`src/rtl/spi_pkg.sv`:
```
// spi_pkg: shared FSM encoding, SPI mode constants and byte width for the SPI transfer controller
package spi_pkg;
  localparam int BYTE_W = 8;
  typedef enum logic [2:0] {IDLE, FETCH, ISSUE, WAIT, STORE} state_t;
  localparam logic [1:0] MODE0 = 2'b00;
  localparam logic [1:0] MODE1 = 2'b01;
  localparam logic [1:0] MODE2 = 2'b10;
  localparam logic [1:0] MODE3 = 2'b11;
endpackage

```
`src/rtl/spi_xfer_ctrl_if.sv`:
```
// spi_xfer_ctrl_if: host command/TX/RX handshakes plus byte-engine signals of the transfer controller
interface spi_xfer_ctrl_if #(parameter int LEN_W = 4);
  logic                        cmd_valid;
  logic                        cmd_ready;
  logic [LEN_W-1:0]            cmd_len;
  logic [1:0]                  cmd_mode;
  logic                        tx_valid;
  logic                        tx_ready;
  logic [spi_pkg::BYTE_W-1:0]  tx_data;
  logic                        rx_valid;
  logic                        rx_ready;
  logic [spi_pkg::BYTE_W-1:0]  rx_data;
  logic                        busy;
  logic                        cs_hold;
  logic                        eng_start;
  logic [spi_pkg::BYTE_W-1:0]  eng_data_wr;
  logic                        eng_polarity;
  logic                        eng_phase;
  logic                        eng_done;
  logic [spi_pkg::BYTE_W-1:0]  eng_data_rd;
  modport master (
    output cmd_valid, cmd_len, cmd_mode, tx_valid, tx_data, rx_ready, eng_done, eng_data_rd,
    input  cmd_ready, tx_ready, rx_valid, rx_data, busy, cs_hold, eng_start, eng_data_wr,
           eng_polarity, eng_phase
  );
  modport slave (
    input  cmd_valid, cmd_len, cmd_mode, tx_valid, tx_data, rx_ready, eng_done, eng_data_rd,
    output cmd_ready, tx_ready, rx_valid, rx_data, busy, cs_hold, eng_start, eng_data_wr,
           eng_polarity, eng_phase
  );
endinterface

```
`src/rtl/spi_rx_fifo.sv`:
```
// spi_rx_fifo: show-ahead synchronous FIFO buffering bytes received from the SPI engine
module spi_rx_fifo #(
  parameter int DEPTH = 4,
  parameter int WIDTH = 8
) (
  input  logic             clk,
  input  logic             reset,
  input  logic             push,
  input  logic             pop,
  input  logic [WIDTH-1:0] wdata,
  output logic [WIDTH-1:0] rdata,
  output logic             full,
  output logic             empty
);
  localparam int AW = $clog2(DEPTH);
  logic [AW-1:0]    wr_q, wr_d, rd_q, rd_d;
  logic [AW:0]      cnt_q, cnt_d;
  logic [WIDTH-1:0] mem_q [DEPTH];
  logic [WIDTH-1:0] mem_d [DEPTH];
  logic             do_push, do_pop;
  assign full  = cnt_q == (AW+1)'(DEPTH);
  assign empty = cnt_q == '0;
  assign rdata = empty ? '0 : mem_q[rd_q];
  // full is taken from the registered count, so a pop never frees a slot for the same-cycle push
  always_comb begin
    do_push = push && !full;
    do_pop  = pop && !empty;
    mem_d   = mem_q;
    if (do_push) mem_d[wr_q] = wdata;
    wr_d    = wr_q + AW'(do_push);
    rd_d    = rd_q + AW'(do_pop);
    cnt_d   = cnt_q + (AW+1)'(do_push) - (AW+1)'(do_pop);
  end
  // storage, pointers and count; pointers wrap naturally since DEPTH is a power of two
  always_ff @(posedge clk or negedge reset) begin
    if (!reset) begin
      wr_q  <= '0;
      rd_q  <= '0;
      cnt_q <= '0;
      mem_q <= '{default: '0};
    end else begin
      wr_q  <= wr_d;
      rd_q  <= rd_d;
      cnt_q <= cnt_d;
      mem_q <= mem_d;
    end
  end
endmodule

```
`src/rtl/spi_xfer_ctrl.sv`:
```
// spi_xfer_ctrl: sequences multi-byte host commands through the SPI byte engine, buffering RX bytes
module spi_xfer_ctrl
  import spi_pkg::*;
#(
  parameter int RX_DEPTH = 4,
  parameter int LEN_W    = 4
) (
  input logic            clk,
  input logic            reset,
  spi_xfer_ctrl_if.slave bus
);
  state_t              state_q, state_d;
  logic [LEN_W-1:0]    rem_q, rem_d;
  logic [1:0]          mode_q, mode_d;
  logic [BYTE_W-1:0]   wr_q, wr_d, hold_q, hold_d;
  logic                fifo_full, fifo_empty;
  assign bus.cmd_ready    = state_q == IDLE;
  assign bus.tx_ready     = state_q == FETCH;
  assign bus.eng_start    = state_q == ISSUE;
  assign bus.busy         = state_q != IDLE;
  assign bus.cs_hold      = state_q != IDLE;
  assign bus.eng_data_wr  = wr_q;
  assign bus.eng_polarity = mode_q[1];
  assign bus.eng_phase    = mode_q[0];
  assign bus.rx_valid     = !fifo_empty;
  // next state plus burst bookkeeping; zero-length commands are accepted without leaving IDLE
  always_comb begin
    state_d = state_q;
    rem_d   = rem_q;
    mode_d  = mode_q;
    wr_d    = wr_q;
    hold_d  = hold_q;
    case (state_q)
      IDLE:  if (bus.cmd_valid && bus.cmd_len != '0) begin
        rem_d   = bus.cmd_len;
        mode_d  = bus.cmd_mode;
        state_d = FETCH;
      end
      FETCH: if (bus.tx_valid) begin
        wr_d    = bus.tx_data;
        state_d = ISSUE;
      end
      ISSUE: state_d = WAIT;
      WAIT:  if (bus.eng_done) begin
        hold_d  = bus.eng_data_rd;
        rem_d   = rem_q - LEN_W'(1);
        state_d = STORE;
      end
      STORE: if (!fifo_full) state_d = (rem_q == '0) ? IDLE : FETCH;
      default: state_d = IDLE;
    endcase
  end
  // state and datapath registers; reset aborts a burst and drops cs_hold immediately
  always_ff @(posedge clk or negedge reset) begin
    if (!reset) begin
      state_q <= IDLE;
      rem_q   <= '0;
      mode_q  <= '0;
      wr_q    <= '0;
      hold_q  <= '0;
    end else begin
      state_q <= state_d;
      rem_q   <= rem_d;
      mode_q  <= mode_d;
      wr_q    <= wr_d;
      hold_q  <= hold_d;
    end
  end
  spi_rx_fifo #(.DEPTH(RX_DEPTH), .WIDTH(BYTE_W)) u_rx_fifo (
    .clk   (clk),
    .reset (reset),
    .push  (state_q == STORE),
    .pop   (bus.rx_ready),
    .wdata (hold_q),
    .rdata (bus.rx_data),
    .full  (fifo_full),
    .empty (fifo_empty)
  );
endmodule

```
`src/flat_wrapper.sv`:
```
// flat-port wrapper written by rule: the top's interface ports become plain ports
module spi_xfer_ctrl_flat import spi_pkg::*;
#(
  parameter int RX_DEPTH = 4,
  parameter int LEN_W    = 4
)
  (clk, reset, bus_cmd_valid, bus_cmd_len, bus_cmd_mode, bus_tx_valid, bus_tx_data, bus_rx_ready, bus_eng_done, bus_eng_data_rd, bus_cmd_ready, bus_tx_ready, bus_rx_valid, bus_rx_data, bus_busy, bus_cs_hold, bus_eng_start, bus_eng_data_wr, bus_eng_polarity, bus_eng_phase);
  spi_xfer_ctrl_if #(.LEN_W(LEN_W)) bus_i ();
  input logic clk;
  input logic reset;
  input wire logic [$bits(bus_i.cmd_valid)-1:0] bus_cmd_valid;
  input wire logic [$bits(bus_i.cmd_len)-1:0] bus_cmd_len;
  input wire logic [$bits(bus_i.cmd_mode)-1:0] bus_cmd_mode;
  input wire logic [$bits(bus_i.tx_valid)-1:0] bus_tx_valid;
  input wire logic [$bits(bus_i.tx_data)-1:0] bus_tx_data;
  input wire logic [$bits(bus_i.rx_ready)-1:0] bus_rx_ready;
  input wire logic [$bits(bus_i.eng_done)-1:0] bus_eng_done;
  input wire logic [$bits(bus_i.eng_data_rd)-1:0] bus_eng_data_rd;
  output wire logic [$bits(bus_i.cmd_ready)-1:0] bus_cmd_ready;
  output wire logic [$bits(bus_i.tx_ready)-1:0] bus_tx_ready;
  output wire logic [$bits(bus_i.rx_valid)-1:0] bus_rx_valid;
  output wire logic [$bits(bus_i.rx_data)-1:0] bus_rx_data;
  output wire logic [$bits(bus_i.busy)-1:0] bus_busy;
  output wire logic [$bits(bus_i.cs_hold)-1:0] bus_cs_hold;
  output wire logic [$bits(bus_i.eng_start)-1:0] bus_eng_start;
  output wire logic [$bits(bus_i.eng_data_wr)-1:0] bus_eng_data_wr;
  output wire logic [$bits(bus_i.eng_polarity)-1:0] bus_eng_polarity;
  output wire logic [$bits(bus_i.eng_phase)-1:0] bus_eng_phase;
  assign bus_i.cmd_valid = bus_cmd_valid;
  assign bus_i.cmd_len = bus_cmd_len;
  assign bus_i.cmd_mode = bus_cmd_mode;
  assign bus_i.tx_valid = bus_tx_valid;
  assign bus_i.tx_data = bus_tx_data;
  assign bus_i.rx_ready = bus_rx_ready;
  assign bus_i.eng_done = bus_eng_done;
  assign bus_i.eng_data_rd = bus_eng_data_rd;
  assign bus_cmd_ready = bus_i.cmd_ready;
  assign bus_tx_ready = bus_i.tx_ready;
  assign bus_rx_valid = bus_i.rx_valid;
  assign bus_rx_data = bus_i.rx_data;
  assign bus_busy = bus_i.busy;
  assign bus_cs_hold = bus_i.cs_hold;
  assign bus_eng_start = bus_i.eng_start;
  assign bus_eng_data_wr = bus_i.eng_data_wr;
  assign bus_eng_polarity = bus_i.eng_polarity;
  assign bus_eng_phase = bus_i.eng_phase;
  spi_xfer_ctrl #(.RX_DEPTH(RX_DEPTH), .LEN_W(LEN_W)) u_core (.clk(clk), .reset(reset), .bus(bus_i));
endmodule
```
`config.mk`:
```
export PLATFORM = sky130hd
export DESIGN_NAME = spi_xfer_ctrl_flat
export DESIGN_NICKNAME = d
export VERILOG_FILES = /design/src/rtl/spi_pkg.sv /design/src/rtl/spi_xfer_ctrl_if.sv /design/src/rtl/spi_rx_fifo.sv /design/src/rtl/spi_xfer_ctrl.sv /design/src/flat_wrapper.sv
export SDC_FILE = /design/constraint.sdc
export NUM_CORES = 1
export LEC_CHECK = 0
export CAP_MARGIN = 30
export CORE_ASPECT_RATIO = 1.1
export CORE_MARGIN = 4
export CORE_UTILIZATION = 57
export DETAILED_ROUTE_END_ITERATION = 8
export PLACE_DENSITY = 0.87
export SETUP_SLACK_MARGIN = 0.1
export SYNTH_ARGS = -nofsm -noshare
export SYNTH_HDL_FRONTEND = slang
export SYNTH_HIERARCHICAL = 1
export SYNTH_SLANG_ARGS = --single-unit
export TNS_END_PERCENT = 50
```
`constraint.sdc`:
```
create_clock -name clk -period 4.45 [get_ports clk]
set_input_delay 1.1125 -clock clk [delete_from_list [all_inputs] [get_ports clk]]
set_output_delay 1.1125 -clock clk [all_outputs]
set_load 0.05 [all_outputs]
```
==> metrics.csv <==
stage,metric,value,unit
run_status,outcome,finished clean,
placement,io_buffers,51,
critical_path,required,3.34,ns
grt,grt_pass1_vias,2094,
floorplanning,initial_core_util,0.5965,
timing,fin_crit,3.611,ns
drt,via_per_inst,5.421,
clocking,clk_pin_slew,0.07,ns
grt,antenna_found_initial,0,
timing,tightest_slew,0.7506,ns
critical_path,cp-start-kind,flop,
placement,dp_cells,325,
timing,period_share,0.8115,
pwr,p_per_area,724.7,mW/mm^2
timing,fmax,276.9,MHz
drt,drtPass1Iterations,4,
floorplanning,die_w,77.67,um
critical_path,r2r-end,u_core/u_rx_fifo/cnt_q[2],
final_layout,nNetsFinal,297,
synth,ys_ff_latch,64,
min_path,holdCritPathClass,reg -> reg,
critical_path,cp.buffers_inverters,1,
grt,gr-total-overflow,0,
min_path,hp-start,u_core/mode_q[0],
timing,rsz0062_at_grt,no,
pwr,leakage,1.705,nW
synth,synth_cell_type_count,48,
drt,antenna_left,0,
synth,syn_inst,211,
flow_run,maxCapViolCount,0,
critical_path,r2r_slack,2.11,ns
critical_path,critPathKind,reg -> out,
critical_path,cp_cell_sequence,mux4_2 > and2_1 > clkdlybuf4s50_1,
synth,synth_top_flop_cell,dfrtp_1,
critical_path,worstSetupEndpointType,output pin,
synth,synth_fp_nets,243,
timing,setup_tns,0,ns
critical_path,reg2reg_from,u_core/state_q[0],
drt,num_vias,1854,
final_layout,final_cells,342,
floorplanning,dieArea,0.006573,sq mm
critical_path,slowest_delay,0.72,ns
clocking,post_cts_buffers,0,
pwr,finalPower,2.738,mW
final_layout,diodes,0,
final_layout,final_util,0.7407,
clocking,cts_made_buffers,9,
placement,dp_slack,1.168,ns
final_layout,nFillCells,347,
grt,grtUsageTotal,0.1937,
drt,wire_per_inst,16.39,um
clocking,cts.sinks,64,
floorplanning,pin_count,52,
synth,synth_edf_count,0,
synth,yosysSeqAreaShare,0.5263,
clocking,clock_tree.buffer_depth,2,
placement,placed_area,0.003578,sq mm
synth,async_flop_share,1.000,
timing,relSlewSlack,0.4969,
critical_path,crit_slowest_cell,dfrtp_1,
grt,grt_pass1_wl,9.936,mm
synth,yosys_warnings,6,
final_layout,final_area,0.003779,sq mm
pwr,peakVddDrop,0.6416,mV
clocking,clock_latency,0.33,ns
synth,syn_avg_cell_area,14.42,sq um
floorplanning,num_rows,27,
clocking,cts_tree,done,
final_layout,synthToLayoutAreaGrowth,24.18,%
critical_path,arrival,2.50,ns
min_path,holdPathStages,1,
synth,syn-cell-area,0.003043,sq mm
clocking,cts_hold_buf,0,
timing,setup_ws,0.8387,ns
critical_path,crit_family,flip-flops,
placement,globalplace.congestion,0.7927,
placement,hpwlAfterDp,4.085,mm
min_path,hold_end,u_core/mode_q[0],
timing,fin_skew,0.006504,ns
clocking,root_buffer,clkbuf_8,
timing,final-hold-violation-count,0,
grt,grt_max_degree,44,
drt,drc_errors,0,
final_layout,drive_gt1_frac,0.3296,
critical_path,worstPathMaxFanout,10,
clocking,htreeDepth,3,
timing,setup_viol,0,
drt,wl,5.604,mm
timing,hold_slack,0.4864,ns
floorplanning,coreArea,0.005101,sq mm
timing,drv_slew,0,
critical_path,ff2ff_path_depth,7,
floorplanning,die_h,84.63,um
clocking,cts-resized-gates,0,
drt,first_iter_violations,86,
==> placed cells by master (no fill, tap or decap), drive strengths merged, types with 8 or more instances in the layout <==
cell	Yosys	layout
clkdlybuf4s50	0	50
and2	8	8
clkbuf	2	10
nand2	8	8
mux4	8	8
inv	10	10
dfrtp	64	64
mux2	50	50
==> synth_stat cells, types with 2 or more instances <==
master,count,share of area
buf_2,3,0.0049
mux2_4,8,0.039
xnor2_1,4,0.012
buf_4,2,0.0049
and2_1,8,0.016
o211ai_1,2,0.0049
o311ai_0,2,0.0058
ha_1,3,0.012
a21oi_1,2,0.0033
buf_6,3,0.011
xor2_1,2,0.0058
nand2b_1,2,0.0041
dfrtp_1,64,0.53
mux2_2,40,0.15
o221ai_1,2,0.0058
mux2i_1,4,0.013
mux4_2,8,0.059
inv_1,10,0.012
clkbuf_1,2,0.0025
nand3_1,4,0.0066
mux2_1,2,0.0074
nand2_1,8,0.0099
==> final cells by class <==
class | count | area [sq um] | area share
Tap cell | 72 | 90.09 | 0.02384
Multi-Input combinational cell | 126 | 1329 | 0.3517
Clock inverter | 6 | 35.03 | 0.009272
Sequential cell | 64 | 1602 | 0.4238
Clock buffer | 10 | 137.6 | 0.03642
Inverter | 10 | 37.54 | 0.009934
Timing Repair Buffer | 54 | 548.0 | 0.1450
==> where the power goes <==
part	total, mW	switching, mW	internal (mW)
Sequential	1.05	0.235	0.818
Combinational	1.26	0.674	0.588
Clock	0.423	0.211	0.213
Total	2.74	1.12	1.62
==> worst reg2reg max path, stage by stage, from the launching register on <==
cell	delay [ns]
dfrtp_1	0.48
nor3b_1	0.53
and2b_2	0.27
xnor2_1	0.09
ha_1	0.19
fa_1	0.37
xor2_1	0.16
xnor2_1	0.13
==> sequential cells by signal (all words and copies together), names as in the netlist <==
register and cells:
u_core/u_rx_fifo/mem_q 32, u_core/bus.eng_data_wr 8, u_core/hold_q 8, u_core/rem_q 4
u_core/state_q 3, u_core/u_rx_fifo/cnt_q 3, u_core/mode_q 2, u_core/u_rx_fifo/rd_q 2
u_core/u_rx_fifo/wr_q 2
==> worst max path at each step <==
stage	startpoint	to	slack, ns	cells after the start
6_report	u_core/u_rx_fifo/rd_q[0]	bus_rx_data[1]	0.84	3
5_1_grt	u_core/u_rx_fifo/rd_q[0]	bus_rx_data[7]	0.69	3
4_1_cts	u_core/u_rx_fifo/rd_q[0]	bus_rx_data[1]	0.78	3
3_5_place_dp	u_core/u_rx_fifo/rd_q[0]	bus_rx_data[1]	1.17	3
3_3_place_gp	u_core/u_rx_fifo/rd_q[0]	bus_rx_data[1]	1.21	3
2_1_floorplan	u_core/state_q[1]	bus_eng_start	1.75	3
==> kinds of logic (layout without fill, tap and decap cells) <==
family,count (synthesis),count (layout),synth area share
AOI/OAI and AO/OA,12,12,0.03783
xor gates and xnor gates,6,6,0.01727
DFF,64,64,0.5263
muxes,62,62,0.2673
and+or+nand+nor,42,42,0.09540
adders and majority gates,4,4,0.01892
buffers and inverters,21,80,0.03700
==> metal layers <==
layer  global-route usage  share of wire  vias up
li1                     -              -      860
met1               0.2495           0.44      933
met2               0.3084           0.49       52
met3              0.06974          0.061        9
met4              0.05663          0.011        0
met5                    0              0        -
No activity file was read; power rests on OpenSTA's default activity.
